### src/rtl/comp_pkg.sv
// Shared types and sizing helpers for the sequential nibble-serial comparator.
package comp_pkg;

    localparam int NIB_W = 4;

    typedef enum logic [0:0] {
        IDLE = 1'b0,
        CMP  = 1'b1
    } state_t;

    function automatic int nibbles(input int width);
        return width / NIB_W;
    endfunction

    // Index counter width; a single-nibble build still needs one bit.
    function automatic int idx_bits(input int width);
        return (nibbles(width) > 1) ? $clog2(nibbles(width)) : 1;
    endfunction

endpackage

### src/rtl/comp_16_seq_if.sv
// Start/done handshake and result bus of the sequential comparator.
interface comp_16_seq_if #(
    parameter int WIDTH = 16
);
    logic             start;
    logic [WIDTH-1:0] A;
    logic [WIDTH-1:0] B;
    logic             busy;
    logic             done;
    logic             out_A_G_B;
    logic             out_A_E_B;
    logic             out_A_L_B;

    modport master (
        output start, A, B,
        input  busy, done, out_A_G_B, out_A_E_B, out_A_L_B
    );

    modport slave (
        input  start, A, B,
        output busy, done, out_A_G_B, out_A_E_B, out_A_L_B
    );
endinterface

### src/rtl/comp_4.sv
// 4-bit magnitude compare slice cascaded from the more significant side:
// an already-decided upstream result passes through, otherwise this nibble decides.
module comp_4 (
    input  logic [3:0] a,
    input  logic [3:0] b,
    input  logic       gt_in,
    input  logic       eq_in,
    input  logic       lt_in,
    output logic       gt_out,
    output logic       eq_out,
    output logic       lt_out
);

    assign gt_out = gt_in | (eq_in & (a > b));
    assign eq_out = eq_in & (a == b);
    assign lt_out = lt_in | (eq_in & (a < b));

endmodule

### src/rtl/comp_16_seq.sv
// Sequential unsigned magnitude comparator: one comp_4 slice walks the operand
// nibbles MSB first, carrying the G/E/L cascade in registers between cycles.
module comp_16_seq
    import comp_pkg::*;
#(
    parameter int WIDTH      = 16,
    parameter bit EARLY_EXIT = 1'b1
) (
    input  logic               clk,
    input  logic               rst_n,
    comp_16_seq_if.slave       bus
);

    // WIDTH is expected to be a multiple of NIB_W and at least NIB_W.
    localparam int               NIBBLES  = nibbles(WIDTH);
    localparam int               IDX_W    = idx_bits(WIDTH);
    localparam logic [IDX_W-1:0] IDX_LAST = IDX_W'(NIBBLES - 1);

    state_t             state_q, state_d;
    logic [WIDTH-1:0]   a_q, a_d;
    logic [WIDTH-1:0]   b_q, b_d;
    logic [IDX_W-1:0]   idx_q, idx_d;
    logic               g_q, g_d;
    logic               e_q, e_d;
    logic               l_q, l_d;
    logic               done_q, done_d;
    logic               res_g_q, res_g_d;
    logic               res_e_q, res_e_d;
    logic               res_l_q, res_l_d;

    logic [NIB_W-1:0]   a_nib [NIBBLES];
    logic [NIB_W-1:0]   b_nib [NIBBLES];
    logic               slice_g, slice_e, slice_l;

    for (genvar gi = 0; gi < NIBBLES; gi++) begin : g_nib
        assign a_nib[gi] = a_q[gi*NIB_W +: NIB_W];
        assign b_nib[gi] = b_q[gi*NIB_W +: NIB_W];
    end

    comp_4 u_slice (
        .a      (a_nib[idx_q]),
        .b      (b_nib[idx_q]),
        .gt_in  (g_q),
        .eq_in  (e_q),
        .lt_in  (l_q),
        .gt_out (slice_g),
        .eq_out (slice_e),
        .lt_out (slice_l)
    );

    always_comb begin
        state_d = state_q;
        a_d     = a_q;
        b_d     = b_q;
        idx_d   = idx_q;
        g_d     = g_q;
        e_d     = e_q;
        l_d     = l_q;
        done_d  = 1'b0;
        res_g_d = res_g_q;
        res_e_d = res_e_q;
        res_l_d = res_l_q;

        case (state_q)
            IDLE: begin
                if (bus.start) begin
                    a_d     = bus.A;
                    b_d     = bus.B;
                    g_d     = 1'b0;
                    e_d     = 1'b1;
                    l_d     = 1'b0;
                    idx_d   = IDX_LAST;
                    state_d = CMP;
                end
            end
            CMP: begin
                g_d   = slice_g;
                e_d   = slice_e;
                l_d   = slice_l;
                idx_d = idx_q - 1'b1;
                // Once a nibble differs the cascade can no longer change.
                if ((idx_q == '0) || (EARLY_EXIT && !slice_e)) begin
                    res_g_d = slice_g;
                    res_e_d = slice_e;
                    res_l_d = slice_l;
                    done_d  = 1'b1;
                    idx_d   = '0;
                    state_d = IDLE;
                end
            end
            default: state_d = IDLE;
        endcase
    end

    always_ff @(posedge clk) begin
        if (!rst_n) begin
            state_q <= IDLE;
            a_q     <= '0;
            b_q     <= '0;
            idx_q   <= '0;
            g_q     <= 1'b0;
            e_q     <= 1'b1;
            l_q     <= 1'b0;
            done_q  <= 1'b0;
            res_g_q <= 1'b0;
            res_e_q <= 1'b0;
            res_l_q <= 1'b0;
        end else begin
            state_q <= state_d;
            a_q     <= a_d;
            b_q     <= b_d;
            idx_q   <= idx_d;
            g_q     <= g_d;
            e_q     <= e_d;
            l_q     <= l_d;
            done_q  <= done_d;
            res_g_q <= res_g_d;
            res_e_q <= res_e_d;
            res_l_q <= res_l_d;
        end
    end

    assign bus.busy      = (state_q == CMP);
    assign bus.done      = done_q;
    assign bus.out_A_G_B = res_g_q;
    assign bus.out_A_E_B = res_e_q;
    assign bus.out_A_L_B = res_l_q;

endmodule

### src/flat_wrapper.sv
// flat-port wrapper written by rule: the top's interface ports become plain ports
module comp_16_seq_flat import comp_pkg::*;
#(
    parameter int WIDTH      = 16,
    parameter bit EARLY_EXIT = 1'b1
)
  (clk, rst_n, bus_start, bus_A, bus_B, bus_busy, bus_done, bus_out_A_G_B, bus_out_A_E_B, bus_out_A_L_B);
  comp_16_seq_if #(.WIDTH(WIDTH)) bus_i ();
  input  logic clk;
  input  logic rst_n;
  input wire logic [$bits(bus_i.start)-1:0] bus_start;
  input wire logic [$bits(bus_i.A)-1:0] bus_A;
  input wire logic [$bits(bus_i.B)-1:0] bus_B;
  output wire logic [$bits(bus_i.busy)-1:0] bus_busy;
  output wire logic [$bits(bus_i.done)-1:0] bus_done;
  output wire logic [$bits(bus_i.out_A_G_B)-1:0] bus_out_A_G_B;
  output wire logic [$bits(bus_i.out_A_E_B)-1:0] bus_out_A_E_B;
  output wire logic [$bits(bus_i.out_A_L_B)-1:0] bus_out_A_L_B;
  assign bus_i.start = bus_start;
  assign bus_i.A = bus_A;
  assign bus_i.B = bus_B;
  assign bus_busy = bus_i.busy;
  assign bus_done = bus_i.done;
  assign bus_out_A_G_B = bus_i.out_A_G_B;
  assign bus_out_A_E_B = bus_i.out_A_E_B;
  assign bus_out_A_L_B = bus_i.out_A_L_B;
  comp_16_seq #(.WIDTH(WIDTH), .EARLY_EXIT(EARLY_EXIT)) u_core (.clk(clk), .rst_n(rst_n), .bus(bus_i));
endmodule
### config.mk
export PLATFORM = sky130hd
export DESIGN_NAME = comp_16_seq_flat
export DESIGN_NICKNAME = d
export VERILOG_FILES = /design/src/rtl/comp_pkg.sv /design/src/rtl/comp_16_seq_if.sv /design/src/rtl/comp_4.sv /design/src/rtl/comp_16_seq.sv /design/src/flat_wrapper.sv
export SDC_FILE = /design/constraint.sdc
export NUM_CORES = 1
export LEC_CHECK = 0
export BUFFER_PORTS_ARGS = -buffer_cell sky130_fd_sc_hd__buf_2
export CAP_MARGIN = 20
export CORE_MARGIN = 4
export CORE_UTILIZATION = 30
export DETAILED_ROUTE_END_ITERATION = 16
export PLACE_DENSITY_LB_ADDON = 0.12
export SLEW_MARGIN = 0
export SYNTH_ARGS = -nofsm -noshare
export SYNTH_HDL_FRONTEND = slang
export SYNTH_SLANG_ARGS = --single-unit
### constraint.sdc
create_clock -name clk -period 2.1 [get_ports clk]
set_input_delay 0 -clock clk [delete_from_list [all_inputs] [get_ports clk]]
set_output_delay 0 -clock clk [all_outputs]
set_load 0.01 [all_outputs]
==> metrics.txt, run 1 <==
gr ovfl total 0; H-Tree Depth 2; fmax 0.4705 GHz; max_cap viols 0; Max IR drop VDD 351.4 uV; core area 5956 sq um; PortBufs 39; DP HPWL 2933 um; Vias 1,637; wire per inst 12.35 um; Synth Area in Compound Gates 14.53%; Critical Path Fanout Max 4; hold_ws 0.06715 ns; vias in the first global route 1,610; Pwr Total 1935 uW; data arrival time of the critical path 2.30 ns; Synth Instances 209; syn avg cell area 8.818 sq um; Worst slew margin 59.24%; Worst setup EP type register; Ant. Diodes 0; CP Cell Sequence buf_12 > mux4_2 > ha_4 > nor2b_1 > o211ai_1 > a21oi_2 > o311a_1; Post-Synth Adder-Cell Area 3.394%; Final Hold Viols 0; area of the multi-input gates 915.9 sq um; largest net degree at the start of global routing 33; Crit-path slowest cell mux4_2; initial core utilization 30.95%; CTS sink cnt 42; simple-gate share of the synthesized area 19.08%; Die Span Y 86.38 um; leakage power 0.001088 uW; Filler Cell Count 588; CTS Buffer Depth 2; number of vias per cell 4.535; sequential area share after synthesis 45.62%; fraction of post-synthesis cell area in the top cell type by area 45.62%; post-synthesis xor/xnor area fraction 0%; mux cell area share after synthesis 9.776%; number of CTS-inserted buffers 5; DRT iter0 DRCs 73; buffers and inverters on the worst path 1; slowest stage delay, CP 0.52 ns; RePlAce Congestion 0.6695; Hold Path Class in2reg; status complete, but fails checks; class of the most critical setup path reg2reg; layout cells sized above 1 26.92%; first-pass GRT wire length 7693 um; # nets final 325; DP Area 2121 sq um; First-pass DRT Iterations 4; fin. max-slew vios 0; io pins 40; Synth Register Bits 42; yosys warns 0; fin crit share 101.2%; Yosys cell types 26; Top delay family on crit path compound AO/OA/AOI/OAI gates; Clock transition at path regs 0.07 ns; Syn-to-layout area delta 44.06%; Final Cell Area 2655 sq um; clk root buf clkbuf_8; RSZ-0062 raised after global routing true; CP Data Required Time 2.28 ns; Total GRT Usage 13.08%; Worst Skew 0.005569 ns; Core Util, Final 44.58%; CTS tree built; syn nets 249; # rows 28; Residual DRC 0; largest family of logic cells by synthesized area simple AND/OR/NAND/NOR gates; final setup vio count 2; type of origin of the critical path register; clk_lat worst skew 0.29 ns; Detail Route Antenna Nets 0; min cycle time layout 2.126 ns; failing checks negative setup slack; Place WS -0.1573 ns; DIE AREA 7462 sq um; Synth area leaders dfxtp_1, nand2_1, a21oi_1, mux4_2, buf_6; Yosys top cell by area dfxtp_1; FF/Latch Area 844.6 sq um; initial antenna violation count 0; worst setup margin -0.02551 ns; Die X 86.38 um; Slew @ Worst Pin 0.6114 ns; Power Density 728.7 nW/um^2; drt total wl 4458 um; Cell Area, Synth 1843 sq um
[routing by layer]
layer / global-route usage (%) / part of all wire (%)
met1: 17.57 / 50
met2: 20.86 / 45
met3: 3.232 / 4.8
met4: 3.824 / 0.94
met5: 0 / 0
[metrics by stage]
step	std cells	setup TNS (ns)
floorplan	209	-0.006602
global placement	316	-0.3083
detailed placement	316	-0.5079
CTS	359	-0.09384
global route	361	-0.7141
finish	361	-0.04980
[synth_stat cells]
| cell type | count |
|---|---|
| a221oi_2 | 1 |
| and3_1 | 1 |
| and2b_1 | 1 |
| a31o_1 | 1 |
| dfxtp_1 | 42 |
| a21oi_1 | 36 |
| inv_1 | 8 |
| o22a_1 | 2 |
| nand3_1 | 2 |
| a211oi_1 | 1 |
| buf_6 | 6 |
| o21ai_2 | 1 |
| and4_2 | 1 |
| o211ai_1 | 2 |
| mux4_2 | 8 |
| clkbuf_1 | 2 |
| nand4_1 | 1 |
| o21ai_0 | 1 |
| buf_2 | 7 |
| nand2b_1 | 3 |
| nand4b_1 | 1 |
| nor2b_1 | 1 |
| nand2_1 | 67 |
| o311a_1 | 1 |
| nor2_1 | 7 |
| ha_1 | 5 |
[worst min-delay path, cell delays in order]
cell and delay, ns:
buf_2 0.13, nor2_1 0.09, o211ai_1 0.08
[sequential cells by signal, indices dropped and copies added (netlist names)]
name                  count
u_core.idx_q              2
u_core.bus.out_A_L_B      1
u_core.l_q                1
u_core.e_q                1
u_core.bus.out_A_E_B      1
u_core.bus.busy           1
u_core.bus.out_A_G_B      1
u_core.g_q                1
u_core.bus.done           1
u_core.b_q               16
u_core.a_q               16
[final timing paths]
check	startpoint	endpoint	slack (ns)	cells after the start
hold reg to reg	u_core.b_q[14]	u_core.b_q[14]	0.46	2
setup / recovery	u_core.idx_q[0]	u_core.bus.out_A_G_B	-0.03	7
setup reg to reg	u_core.idx_q[0]	u_core.bus.out_A_G_B	-0.03	7
hold / removal	bus_start	u_core.e_q	0.07	3
[final cells by class]
type / instances / share of cell area (%)
clock buffer: 7 / 2.875
clock inverter: 1 / 1.131
inverter: 8 / 1.131
multi-input combinational: 144 / 34.50
sequential: 42 / 31.81
tap: 75 / 3.534
timing repair buffer: 84 / 25.02
[placed cells by master, fill, tap and decap left out, drive strengths merged]
| master | Yosys | layout |
|---|---|---|
| a211oi | 1 | 1 |
| a21oi | 36 | 36 |
| a221oi | 1 | 1 |
| a31o | 1 | 1 |
| and2b | 1 | 1 |
| and3 | 1 | 1 |
| and4 | 1 | 1 |
| buf | 13 | 51 |
| bufinv | 0 | 1 |
| clkbuf | 2 | 7 |
| dfxtp | 42 | 42 |
| dlygate4sd3 | 0 | 33 |
| ha | 5 | 5 |
| inv | 8 | 8 |
| mux4 | 8 | 8 |
| nand2 | 67 | 67 |
| nand2b | 3 | 3 |
| nand3 | 2 | 2 |
| nand4 | 1 | 1 |
| nand4b | 1 | 1 |
| nor2 | 7 | 7 |
| nor2b | 1 | 1 |
| o211ai | 2 | 2 |
| o21ai | 2 | 2 |
| o22a | 2 | 2 |
| o311a | 1 | 1 |
[cell families after synthesis]
logic type,Yosys count
adders and majority gates,5
DFF,42
muxes,8
AOI/OAI and AO/OA,46
and+or+nand+nor,85
buffers and inverters,23
[report_power, final]
| group | internal (uW) | switching (uW) |
|---|---|---|
| Combinational | 229 | 203 |
| Sequential | 853 | 31.0 |
| Clock | 356 | 264 |
| Total | 1440 | 498 |
[what timing repair did]
action,in CTS,in global routing
hold buffers,33,0
endpoints found under the hold margin,34,0
setup endpoints to repair,6,6
resized for setup,6,3
pin swaps,5,1
setup buffers,2,1
Power figures use the tool's default switching activity.
==> inputs of run 2 (changes only) <==
--- a/config.mk
+++ b/config.mk
@@ -5,12 +5,14 @@
 export SDC_FILE = /design/constraint.sdc
 export NUM_CORES = 1
 export LEC_CHECK = 0
+export ABC_AREA = 1
 export BUFFER_PORTS_ARGS = -buffer_cell sky130_fd_sc_hd__buf_2
 export CAP_MARGIN = 20
 export CORE_MARGIN = 4
 export CORE_UTILIZATION = 30
 export DETAILED_ROUTE_END_ITERATION = 16
 export PLACE_DENSITY_LB_ADDON = 0.12
+export SETUP_SLACK_MARGIN = 0.15
 export SLEW_MARGIN = 0
 export SYNTH_ARGS = -nofsm -noshare
 export SYNTH_HDL_FRONTEND = slang
==> metrics.txt, run 2 <==
RePlAce Congestion 0.7605; syn nets 297; class of the most critical setup path reg2reg; Max IR drop VDD 349.4 uV; Synth Register Bits 42; Hold Path Sink u_core.a_q[1]; Critical Path Fanout Max 7; fraction of post-synthesis cell area in the top cell type by area 44.30%; RR Startpoint u_core.idx_q[1]; First-pass DRT Iterations 4; number of synthesized flops with an enable pin 0; critical hold path startpoint rst_n; fmax 0.5321 GHz; FF/Latch Area 848.3 sq um; Worst Reg-to-Reg Cells 11; FFs w/ async S/R, synth 0%; Core Util, Final 44.35%; DRT iter0 DRCs 65; Synth Instances 257; Syn-to-layout area delta 40.80%; Total GRT Usage 12.79%; type of origin of the critical path register; H-Tree Depth 2; Commonest cells post-synth nor2_1, dfxtp_1, o21ai_0, nand2_1, inv_1; most common cell after layout, fill and taps aside nor2_1; Ant. Diodes 0; Worst setup EP type register; yosys warns 0; clk root buf clkbuf_8; layout cells sized above 1 23.26%; DIE AREA 7663 sq um; flop2flop setup slack 0.22 ns; Filler Cell Count 641; # nets final 371; count leader, synth nor2_1; Residual DRC 0; Final Cell Area 2673 sq um; Die Span Y 87.54 um; Die X 87.54 um; Yosys top cell by area dfxtp_1; leakage power 0.001212 uW; Hold Path Class in2reg; DP HPWL 3130 um; Post-synth top flop dfxtp_1; Slew @ Worst Pin 0.5510 ns; largest family of logic cells by synthesized area simple AND/OR/NAND/NOR gates; Worst R2R End u_core.bus.out_A_E_B; number of CTS-inserted buffers 5; Clock transition at path regs 0.07 ns; area of the multi-input gates 944.7 sq um; CTS sink cnt 42; syn avg cell area 7.385 sq um; drt total wl 4728 um; hold depth 3; fin crit share 89.50%; vias in the first global route 1,698; data arrival time of the critical path 2.06 ns; number of vias per cell 4.463; PortBufs 39; Yosys cell types 25; Vias 1,812; Top Registers u_core.a_q x16, u_core.b_q x16, u_core.idx_q x2; Detail Route Antenna Nets 0; CP Data Required Time 2.28 ns; clk_lat worst skew 0.28 ns; initial antenna violation count 0; Synth area leaders dfxtp_1, nor2_1, o21ai_0, nand2_1, ha_1; core area 6026 sq um; simple-gate share of the synthesized area 25.77%; min cycle time layout 1.879 ns; fin. max-slew vios 0; Synth Area in Compound Gates 18.39%; status finished clean; wire per inst 11.65 um; DP Area 2136 sq um; hold_ws 0.1140 ns; CTS Buffer Depth 2; Final Hold Viols 0; mux cell area share after synthesis 0%; max_cap viols 0; sequential area share after synthesis 44.30%; most frequent cells in the layout nor2_1, dfxtp_1, buf_2; initial core utilization 31.50%; gr ovfl total 0; CTS tree built; io pins 40; Worst slew margin 63.21%; first-pass GRT wire length 7728 um; post-synthesis xor/xnor area fraction 0%; post-route setup TNS 0 ns; final setup vio count 0; Post-Synth Adder-Cell Area 3.296%; Power Density 691.0 nW/um^2; # rows 28; Worst Skew 0.002719 ns; RSZ-0062 raised after global routing true; largest net degree at the start of global routing 34; Cell Area, Synth 1898 sq um; Pwr Total 1847 uW
[run 2: worst max path at each step]
| stage | slack [ns] | from | cells after the start | endpoint |
|---|---|---|---|---|
| after global routing | 0.11 | u_core.idx_q[1] | 11 | u_core.bus.out_A_E_B |
| after floorplan | 0.27 | u_core.idx_q[0] | 11 | u_core.bus.out_A_E_B |
| after global placement | 0.20 | u_core.idx_q[0] | 11 | u_core.bus.out_A_E_B |
| after CTS | 0.17 | u_core.idx_q[0] | 11 | u_core.bus.out_A_E_B |
| after detailed placement | 0.14 | u_core.idx_q[1] | 10 | u_core.bus.out_A_E_B |
| final | 0.22 | u_core.idx_q[1] | 11 | u_core.bus.out_A_E_B |
[run 2: logic make-up (layout without fill, tap and decap cells)]
| logic type | after synthesis | count (layout) |
|---|---|---|
| and+or+nand+nor | 117 | 117 |
| AOI/OAI and AO/OA | 63 | 63 |
| DFF | 42 | 42 |
| adders and majority gates | 5 | 5 |
| buffers and inverters | 30 | 104 |
[run 2: cell type report]
type / count / share of cell area, %
clock buffer: 7 / 2.856
inverter: 16 / 2.996
multi-input combinational: 185 / 35.35
sequential: 42 / 31.74
tap: 75 / 3.511
timing repair buffer: 80 / 23.22
timing repair inverter: 1 / 0.3277
[run 2: metrics by stage]
step,std cells,setup slack [ns]
after floorplan,257,0.2678
after global placement,361,0.2003
after detailed placement,361,0.1430
after CTS,403,0.1694
after global routing,406,0.1125
final,406,0.2205
[run 2: timing repair]
item	in CTS	in global routing
hold buffers	32	0
buffers inserted	3	1
cloned	0	2
gates resized for setup	4	22
pin swaps	0	8
setup endpoints to repair	1	6
hold endpoints to repair	32	0
[run 2: critical path, cell delays in order (launching register included)]
cell	delay (ns)
dfxtp_4	0.36
clkinvlp_4	0.15
buf_6	0.17
o21ai_1	0.07
o22ai_1	0.12
ha_4	0.30
nand2_2	0.06
nor2_4	0.15
nand3_2	0.11
nand2_4	0.10
inv_2	0.04
o21a_1	0.15
[run 2: routing by layer]
layer / up-vias / GRT usage [%] / wire length [um]
li1: 982 / - / -
met1: 793 / 18.07 / 2472
met2: 32 / 19.25 / 2012
met3: 5 / 2.916 / 192
met4: 0 / 4.184 / 51
met5: - / 0 / 0
[run 2: where the power goes]
| part | switching [uW] | leakage [uW] | internal [uW] | total (uW) |
|---|---|---|---|---|
| Sequential | 38.9 | 0.000349 | 861 | 900 |
| Combinational | 249 | 0.000825 | 221 | 469 |
| Clock | 248 | 0.0000383 | 229 | 477 |
| Total | 536 | 0.00121 | 1310 | 1850 |
